<file path="src/rtl/multicycle_ctrl.sv">
// Multi-cycle control sequencer for the yIF/yID/yEX/yDM/yWB datapath.
// Steps each instruction through FETCH..WB, drives datapath controls and counts retirements/cycles.
module multicycle_ctrl #(
  parameter logic [31:0] HALT_WORD = 32'h0000_0000,
  parameter int unsigned MAX_INSTR = 0
) (
  input  logic        clk,
  input  logic        rst_n,
  input  logic        start,
  input  logic [31:0] ins,
  input  logic        zero,
  output logic        RegWrite,
  output logic        ALUSrc,
  output logic        MemRead,
  output logic        MemWrite,
  output logic        Mem2Reg,
  output logic [2:0]  op,
  output logic        IRWrite,
  output logic        PCWrite,
  output logic [1:0]  PCSrc,
  output logic        busy,
  output logic        halted,
  output logic        illegal,
  output logic [2:0]  state,
  output logic [31:0] instr_cnt,
  output logic [31:0] cycle_cnt
);

  localparam logic [2:0] S_IDLE   = 3'd0;
  localparam logic [2:0] S_FETCH  = 3'd1;
  localparam logic [2:0] S_DECODE = 3'd2;
  localparam logic [2:0] S_EXEC   = 3'd3;
  localparam logic [2:0] S_MEM    = 3'd4;
  localparam logic [2:0] S_WB     = 3'd5;
  localparam logic [2:0] S_HALT   = 3'd6;

  localparam logic [6:0] OPC_R      = 7'h33;
  localparam logic [6:0] OPC_I      = 7'h13;
  localparam logic [6:0] OPC_LOAD   = 7'h03;
  localparam logic [6:0] OPC_STORE  = 7'h23;
  localparam logic [6:0] OPC_BRANCH = 7'h63;
  localparam logic [6:0] OPC_JAL    = 7'h6F;

  localparam logic [2:0] ALU_AND = 3'b000;
  localparam logic [2:0] ALU_OR  = 3'b001;
  localparam logic [2:0] ALU_ADD = 3'b010;
  localparam logic [2:0] ALU_SUB = 3'b110;
  localparam logic [2:0] ALU_SLT = 3'b111;

  logic [6:0]  opcode;
  logic [2:0]  state_nxt;
  logic [2:0]  alu_op;
  logic        alu_src;
  logic        retire;
  logic        clear;
  logic        set_illegal;
  logic        known_opc;
  logic [31:0] instr_inc;

  assign opcode    = ins[6:0];
  assign instr_inc = instr_cnt + 32'd1;
  assign known_opc = (opcode == OPC_R)     || (opcode == OPC_I)      ||
                     (opcode == OPC_LOAD)  || (opcode == OPC_STORE)  ||
                     (opcode == OPC_BRANCH)|| (opcode == OPC_JAL);

  // ALU controls chosen in EXEC; MEM and WB re-present the same values.
  always_comb begin
    // NOTE: every combinational output gets a default first so no path infers a latch.
    alu_src = 1'b0;
    alu_op  = ALU_ADD;
    case (opcode)
      OPC_R: begin
        case (ins[14:12])
          3'b000:  alu_op = ins[30] ? ALU_SUB : ALU_ADD;
          3'b111:  alu_op = ALU_AND;
          3'b110:  alu_op = ALU_OR;
          3'b010:  alu_op = ALU_SLT;
          default: alu_op = ALU_ADD;
        endcase
      end
      OPC_I, OPC_LOAD, OPC_STORE: alu_src = 1'b1;
      OPC_BRANCH:                 alu_op  = ALU_SUB;
      default:                    alu_op  = ALU_ADD;
    endcase
  end

  always_comb begin
    RegWrite    = 1'b0;
    ALUSrc      = 1'b0;
    MemRead     = 1'b0;
    MemWrite    = 1'b0;
    Mem2Reg     = 1'b0;
    op          = ALU_ADD;
    IRWrite     = 1'b0;
    PCWrite     = 1'b0;
    PCSrc       = 2'b00;
    busy        = 1'b0;
    halted      = 1'b0;
    retire      = 1'b0;
    clear       = 1'b0;
    set_illegal = 1'b0;
    state_nxt   = state;

    case (state)
      S_IDLE: begin
        if (start) begin
          clear     = 1'b1;
          state_nxt = S_FETCH;
        end
      end
      S_FETCH: begin
        busy      = 1'b1;
        IRWrite   = 1'b1;
        state_nxt = S_DECODE;
      end
      S_DECODE: begin
        busy = 1'b1;
        if (ins == HALT_WORD) begin
          state_nxt = S_HALT;
        end else if (known_opc) begin
          state_nxt = S_EXEC;
        end else begin
          set_illegal = 1'b1;
          state_nxt   = S_HALT;
        end
      end
      S_EXEC: begin
        busy   = 1'b1;
        ALUSrc = alu_src;
        op     = alu_op;
        case (opcode)
          OPC_LOAD, OPC_STORE: state_nxt = S_MEM;
          OPC_BRANCH: begin
            PCWrite = 1'b1;
            PCSrc   = zero ? 2'b01 : 2'b00;
            retire  = 1'b1;
          end
          OPC_JAL: begin
            PCWrite = 1'b1;
            PCSrc   = 2'b10;
            retire  = 1'b1;
          end
          default: state_nxt = S_WB;
        endcase
      end
      S_MEM: begin
        busy   = 1'b1;
        ALUSrc = alu_src;
        op     = alu_op;
        if (opcode == OPC_LOAD) begin
          MemRead   = 1'b1;
          state_nxt = S_WB;
        end else begin
          MemWrite = 1'b1;
          PCWrite  = 1'b1;
          retire   = 1'b1;
        end
      end
      S_WB: begin
        busy     = 1'b1;
        ALUSrc   = alu_src;
        op       = alu_op;
        RegWrite = 1'b1;
        PCWrite  = 1'b1;
        retire   = 1'b1;
        if (opcode == OPC_LOAD) begin
          MemRead = 1'b1;
          Mem2Reg = 1'b1;
        end
      end
      S_HALT: begin
        halted = 1'b1;
        if (start) begin
          clear     = 1'b1;
          state_nxt = S_FETCH;
        end
      end
      default: state_nxt = S_IDLE;
    endcase

    // The retiring edge also decides whether the retire limit has been reached.
    if (retire) begin
      state_nxt = ((MAX_INSTR != 0) && (instr_inc == MAX_INSTR)) ? S_HALT : S_FETCH;
    end
  end

  always_ff @(posedge clk or negedge rst_n) begin
    // NOTE: sequential state uses non-blocking assignments so all registers update from pre-edge values.
    if (!rst_n) begin
      state     <= S_IDLE;
      instr_cnt <= '0;
      cycle_cnt <= '0;
      illegal   <= 1'b0;
    end else begin
      state <= state_nxt;
      if (clear) begin
        instr_cnt <= '0;
        cycle_cnt <= '0;
        illegal   <= 1'b0;
      end else begin
        if (busy)        cycle_cnt <= cycle_cnt + 32'd1;
        if (retire)      instr_cnt <= instr_inc;
        if (set_illegal) illegal   <= 1'b1;
      end
    end
  end

endmodule

</file>
<file path="config.mk">
export PLATFORM = sky130hd
export DESIGN_NAME = multicycle_ctrl
export DESIGN_NICKNAME = d
export VERILOG_FILES = /design/src/rtl/multicycle_ctrl.sv
export SDC_FILE = /design/constraint.sdc
export NUM_CORES = 1
export LEC_CHECK = 0
export ABC_CLOCK_PERIOD_IN_PS = 3860
export BUFFER_PORTS_ARGS = -buffer_cell sky130_fd_sc_hd__buf_2
export CAP_MARGIN = 40
export CORE_ASPECT_RATIO = 1.1
export CORE_UTILIZATION = 50
export DETAILED_ROUTE_END_ITERATION = 16
export PLACE_DENSITY = 0.78
export REMOVE_ABC_BUFFERS = 1
export SLEW_MARGIN = 0
export SYNTH_ARGS = -nofsm -noshare
export SYNTH_HDL_FRONTEND = slang
export SYNTH_SLANG_ARGS = --single-unit
</file>
<file path="constraint.sdc">
create_clock -name clk -period 3.86 [get_ports clk]
set_input_delay 0.193 -clock clk [delete_from_list [all_inputs] [get_ports clk]]
set_output_delay 0.193 -clock clk [all_outputs]
set_load 0.02 [all_outputs]
</file>
==> results of run 1 <==
## sequential cells by signal, summed over array words and instances, names as in the netlist
register,count
cycle_cnt,32
instr_cnt,32
state,3
illegal,1
## per-stage QoR
step / instance area, sq um / utilization
6_report: 4780 / 0.637
4_1_cts: 4780 / 0.637
3_3_place_gp: 4520 / 0.601
5_1_grt: 4780 / 0.637
2_1_floorplan: 3770 / -
3_5_place_dp: 4570 / 0.608
## metal layers
metal / vias up / GRT usage / wire (microns)
met4: 0 / 0.0931 / 150
met3: 16 / 0.0437 / 463
met5: - / 0 / 0
met2: 120 / 0.407 / 4690
li1: 1835 / - / -
met1: 1826 / 0.304 / 4130
## final cells by class
cell class / count / area, sq um
fill: 670 / 2730
tap: 105 / 131
inverter: 17 / 63.8
timing repair buffer: 125 / 677
multi-input combinational: 329 / 2010
sequential: 68 / 1700
clock inverter: 4 / 47.5
clock buffer: 12 / 155
## final timing paths
kind / start / endpoint / slack (ns) / cells after the start
worst max-delay path: state[1] / ALUSrc / 1.54 / 4
worst min-delay path: start / state[1] / 0.13 / 2
worst max register to register: state[1] / instr_cnt[16] / 1.57 / 6
worst min register to register: illegal / illegal / 0.50 / 1
max in group asynchronous: rst_n / cycle_cnt[22] / 2.59 / 4
min in group asynchronous: rst_n / illegal / 0.37 / 2
## repair_timing
action | CTS | global route
hold buffers | 1 | 0
endpoints found under the hold margin | 21 | 0
gates resized for setup | 0 | 0
## cells by family after synthesis
| group | share of synthesized area |
|---|---|
| xor+xnor | 0.0540 |
| fa+ha+maj | 0.00643 |
| flops | 0.437 |
| compound gates | 0.139 |
| mux | 0.0180 |
| buf+inv | 0.0476 |
| simple gates | 0.298 |
## power breakdown
group	internal (mW)	total (mW)	switching (mW)
combinational	0.226	0.624	0.398
clock	0.332	0.593	0.261
sequential	0.777	0.882	0.105
## placed cells by master, fill, tap and decap left out, types with 2 or more instances in the layout
cell,netlist,routed
xor2_1,2,2
nor3_1,21,21
clkinv_2,0,2
o211ai_1,5,5
o21ai_1,6,6
nand2_1,31,31
and3_1,6,6
or3_1,20,20
buf_12,0,2
nand3_1,22,22
o21a_1,3,3
buf_2,9,117
clkbuf_8,0,11
o21ai_0,16,16
dfrtp_1,68,68
nor2_1,36,36
and2_1,4,4
inv_1,17,17
nor4_1,13,13
ha_1,2,2
or4_1,10,10
nor2b_1,4,4
xnor2_1,22,22
mux2i_1,7,7
a21oi_1,35,35
nand4_1,17,17
buf_4,2,4
and4_1,6,5
o31ai_1,15,15
nand2b_1,4,4
## critical path, stage by stage, from the launching register on
cell      delay [ns]
dfrtp_1         0.54
nor2b_1         0.40
o21ai_0         0.29
a211oi_1        0.33
buf_2           0.23
==> summary.txt, run 1 <==
Run status
  – Status: finished, final reports clean

CTS
  – Worst-skew pair later-pin latency: between 0.3 and 0.4 ns
  – Clk sinks: around 70
  – H-tree levels: 3
  – CTS clock-pin slew for the worst setup and hold paths: 0.07 ns
  – # Post-CTS Setup Buffers: 0
  – Num CTS Buffers: 9
  – Root Driver: clkbuf_8
  – CTS tree: built
  – Longest Clk Path Bufs: 2

Route
  – Vias: 3797
  – DRC viols: 0
  – Violation count after the first detailed-route iteration: 180
  – Post-Route WL: 9440 microns
  – Post-DR vias/cell: roughly 5.8
  – WL/cell: ~14 microns
  – Drt first pass iters: 7
  – Routed Antenna Nets: 0

Synthesis
  – Post-synthesis sequential area ratio: 0.437
  – Main flop type after synthesis: dfrtp_1
  – Ranking of synthesized cells by area: dfrtp_1 (44%), xnor2_1 (5.0%), a21oi_1 (4.5%), nor2_1 (3.5%), or3_1 (3.2%)
  – Synthesized cell area: 3890 sq um
  – Yosys top cell area share: 0.437
  – Gate count after technology mapping: 439
  – Avg Synthesized Cell Area: roughly 8.9 sq um
  – Area leader, netlist: dfrtp_1
  – Cell variety after synth: 53
  – Seq cells post-synth: 68
  – Synth async-reset ratio: 1.00
  – Synth warnings: 0
  – Most frequent cell after synthesis: dfrtp_1
  – EDFF count, synth: 0
  – Commonest cells post-synth: dfrtp_1 (68), nor2_1 (36), a21oi_1 (35), nand2_1 (31)

Critical path
  – Crit end category: primary output
  – Maximum net fanout on the critical path: 15
  – Arrival time of the worst setup path: 2.13 ns
  – Crit path kind: flop to primary output
  – Startpoint Class: flop
  – Worst Path Required: ~3.7 ns

Finish
  – Final Non-Filler Cells: 660
  – Area delta synth->final: 22.9%
  – Layout Nets: between 500 and 600
  – Inserted Diodes: 0
  – Fraction of layout cells with a size suffix above 1: 0.268

STA
  – Min Clock Period, post-route: approximately 2.3 ns
  – Final setup vio count: 0
  – Max-slew violation count: 0
  – Clock Skew: ~0.0095 ns
  – Max Fclk: between 400 and 500 MHz
  – RSZ-0062 raised after global routing: false
  – Final period util: 0.601
  – Tightest Pin Transition: a little under 0.7 ns
  – Min setup slack post-route: roughly 1.5 ns
  – Setup tns final: 0 ns
  – Relative slew slack: 0.548
  – Final Hold Viols: 0
  – WHS: 0.129 ns

Pwr
  – Static Leak: between 2 and 2.5 nW
  – P per Cell Area: 439 nW/um^2
  – VDD IR max: between 0.4 and 0.5 mV
  – Final Total Pwr: ~2.1 mW

Global route
  – Largest net degree at the start of global routing: 35
  – Global-route wire length before repair: approximately 16000 microns
  – All-Layer GR Usage: 0.240
  – Vias in the first global route: about 3.5k
  – Initial antenna violation count: 0
  – Global route overflow: 0

Floorplan
  – Die height: about 95 microns
  – Core box area: 7510 sq um
  – Rows: 33
  – Starting Density: 0.518
  – Die X: 86.1 microns
  – Die ar.: about 8100 sq um
  – I/O pin cnt: 118

Placed design
  – DP HPWL: ~6900 microns
  – # port buffers: 117
  – Placed Cells: 643
  – GPL Wtd Cong: 0.945
  – Dpl ws: 1.59 ns

Run
  – Max Cap Viol: 0

Worst hold path
  – Hold crit path type: input pin to flop
Note: power is estimated with default switching activity, not from simulation.
==> inputs of run 2 (changes only) <==
ABC_CLOCK_PERIOD_IN_PS = 2200   (was 3860)
clock period = 2.2 ns   (was 3.86 ns; I/O delays follow)
==> run 2 against run 1 <==
Effect of this change: cell area increased by 2.6%; clock power increased by 120%; critical path depth increased by 2; total power increased by 90%; largest cell class unchanged.
==> summary.txt, run 2 (synthesized netlist as in run 1, its figures left out) <==
Global route
  – Initial antenna violation count: 0
  – Global-route wire length before repair: roughly 16000 microns
  – Vias in the first global route: about 3.5k
  – All-Layer GR Usage: 0.241
  – Global route overflow: 0
  – Largest net degree at the start of global routing: 54

Critical path
  – Worst path cell trace: buf_4, nor2b_1, buf_4, o21ai_0, a211oi_1, buf_2
  – Startpoint Class: flop
  – Critical Path Stages: 6
  – CP dominant cell by count: buf_4
  – Largest delay contributor family on the critical path: buffers and inverters
  – Bufs and invs on worst path: 3
  – Crit end category: primary output
  – Crit path kind: flop to primary output
  – Worst flop-to-flop path startpoint: cycle_cnt[10]
  – R2R Setup Slk: between 0.15 and 0.2 ns
  – R2R cell count: 5
  – Maximum net fanout on the critical path: 13
  – Critical Path Start: state[1]
  – Worst r2r dst: cycle_cnt[26]
  – CP peak stage delay: approximately 0.40 ns
  – CP max-delay cell: dfrtp_1
  – Arrival time of the worst setup path: ~2.0 ns
  – CP endpoint: ALUSrc
  – Worst Path Required: roughly 2.1 ns

Finish
  – Largest regs: cycle_cnt (32), instr_cnt (32), state (3)
  – Sequential cell area: 1700 sq um
  – Multi-input gate area: ~2000 sq um
  – Fraction of layout cells with a size suffix above 1: 0.282
  – Inserted Diodes: 0
  – Area delta synth->final: 26.0%
  – Most common cell after layout, fill and taps aside: buf_2
  – Final Non-Filler Cells: between 600 and 700
  – Fillers: roughly 650
  – Layout Nets: 597
  – Commonest cells after routing, fill and taps aside: buf_2 (117), dfrtp_1 (68), nor2_1 (36)

Floorplan
  – Die height: 94.5 microns
  – Rows: 33
  – Die ar.: ~8000 sq um
  – Starting Density: 0.518
  – Core box area: roughly 7500 sq um
  – I/O pin cnt: around 120
  – Die X: between 80 and 90 microns

CTS
  – CTS clock-pin slew for the worst setup and hold paths: approximately 0.08 ns
  – Root Driver: clkbuf_8
  – H-tree levels: 3
  – CTS tree: built
  – Worst-skew pair later-pin latency: around 0.34 ns
  – Clk sinks: 68
  – # Post-CTS Setup Buffers: 0
  – # resized after CTS: 0
  – Num CTS Buffers: 9
  – Longest Clk Path Bufs: 2

Pwr
  – Final Total Pwr: roughly 4 mW
  – VDD IR max: 0.793 mV
  – Static Leak: about 2.2 nW
  – P per Cell Area: approximately 810 nW/um^2

STA
  – Tightest Pin Transition: 0.674 ns
  – Final Hold Viols: 0
  – WHS: about 0.036 ns
  – Relative slew slack: 0.550
  – Clock Skew: slightly above 0.009 ns
  – Min Clock Period, post-route: ~2.1 ns
  – Max Fclk: ~480 MHz
  – RSZ-0062 raised after global routing: true
  – Final period util: 0.952
  – Max-slew violation count: 0
  – Final setup vio count: 0

Route
  – WL/cell: 14.5 microns
  – Post-Route WL: just under 10000 microns
  – Drt first pass iters: 5
  – Routed Antenna Nets: 0
  – Post-DR vias/cell: ~5.7
  – DRC viols: 0
  – Violation count after the first detailed-route iteration: between 150 and 200
  – Vias: 3807

Placed design
  – DP HPWL: 6900 microns
  – Placed Cells: about 650
  – GPL Wtd Cong: a little over 0.8
  – # port buffers: 117

Run status
  – Status: finished, final reports clean

Run
  – Max Cap Viol: 0

Worst hold path
  – Hold crit path type: input pin to flop
-- run 2: changes by cell type in the layout (fill, tap and decap cells not counted), sizes merged --
cell    delta
buf        +9
clkbuf     -2
bufinv     +2
-- run 2: worst min-delay path by stage --
stage,start,end,slack [ns],cells after the start
3_3_place_gp,rst_n,illegal,0.17,1
5_1_grt,start,state[1],0.02,2
6_report,start,state[1],0.04,2
2_1_floorplan,rst_n,cycle_cnt[0],-0.19,0
4_1_cts,start,state[1],0.02,2
3_5_place_dp,rst_n,illegal,0.18,1
-- run 2: metal layers --
metal | track usage | part of all wire | vias up | routed length, microns
li1 | - | - | 1859 | -
met5 | 0 | 0 | - | 0
met2 | 0.445 | 0.51 | 127 | 4960
met3 | 0.0446 | 0.053 | 6 | 509
met4 | 0.0528 | 0.0083 | 0 | 80
met1 | 0.292 | 0.43 | 1815 | 4130
-- run 2: worst reg2reg max path, stage by stage (launching register included) --
cell and delay, ns:
dfrtp_1 0.42, and4_1 0.37, nand4_4 0.16, or3_1 0.49, or3_1 0.38, a21oi_1 0.15
-- run 2: cell type report --
cell class | count | area share
clock buffer | 10 | 0.0281
clock inverter | 6 | 0.0227
inverter | 17 | 0.0130
multi-input combinational | 329 | 0.409
sequential | 68 | 0.347
tap | 105 | 0.0268
timing repair buffer | 134 | 0.154
-- run 2: timing repair --
item                       4_1_cts  5_1_grt
setup endpoints to repair        0        2
hold endpoints to repair        27        0
hold buffers                     1        0
-- run 2: power breakdown --
| group | internal, mW | total (mW) | switching (mW) | leakage (nW) |
|---|---|---|---|---|
| Combinational | 0.455 | 1.23 | 0.773 | 1.19 |
| Sequential | 1.36 | 1.49 | 0.126 | 0.934 |
| Clock | 0.784 | 1.28 | 0.492 | 0.122 |
-- run 2: metrics by stage --
step,instance area (sq um),TNS (ns),worst slack [ns],utilization
2_1_floorplan,3770,-0.607,-0.0787,-
3_3_place_gp,4650,0,0.246,0.618
3_5_place_dp,4650,0,0.178,0.618
4_1_cts,4910,0,0.107,0.653
5_1_grt,4910,-0.0506,-0.0390,0.653
6_report,4910,0,0.107,0.653
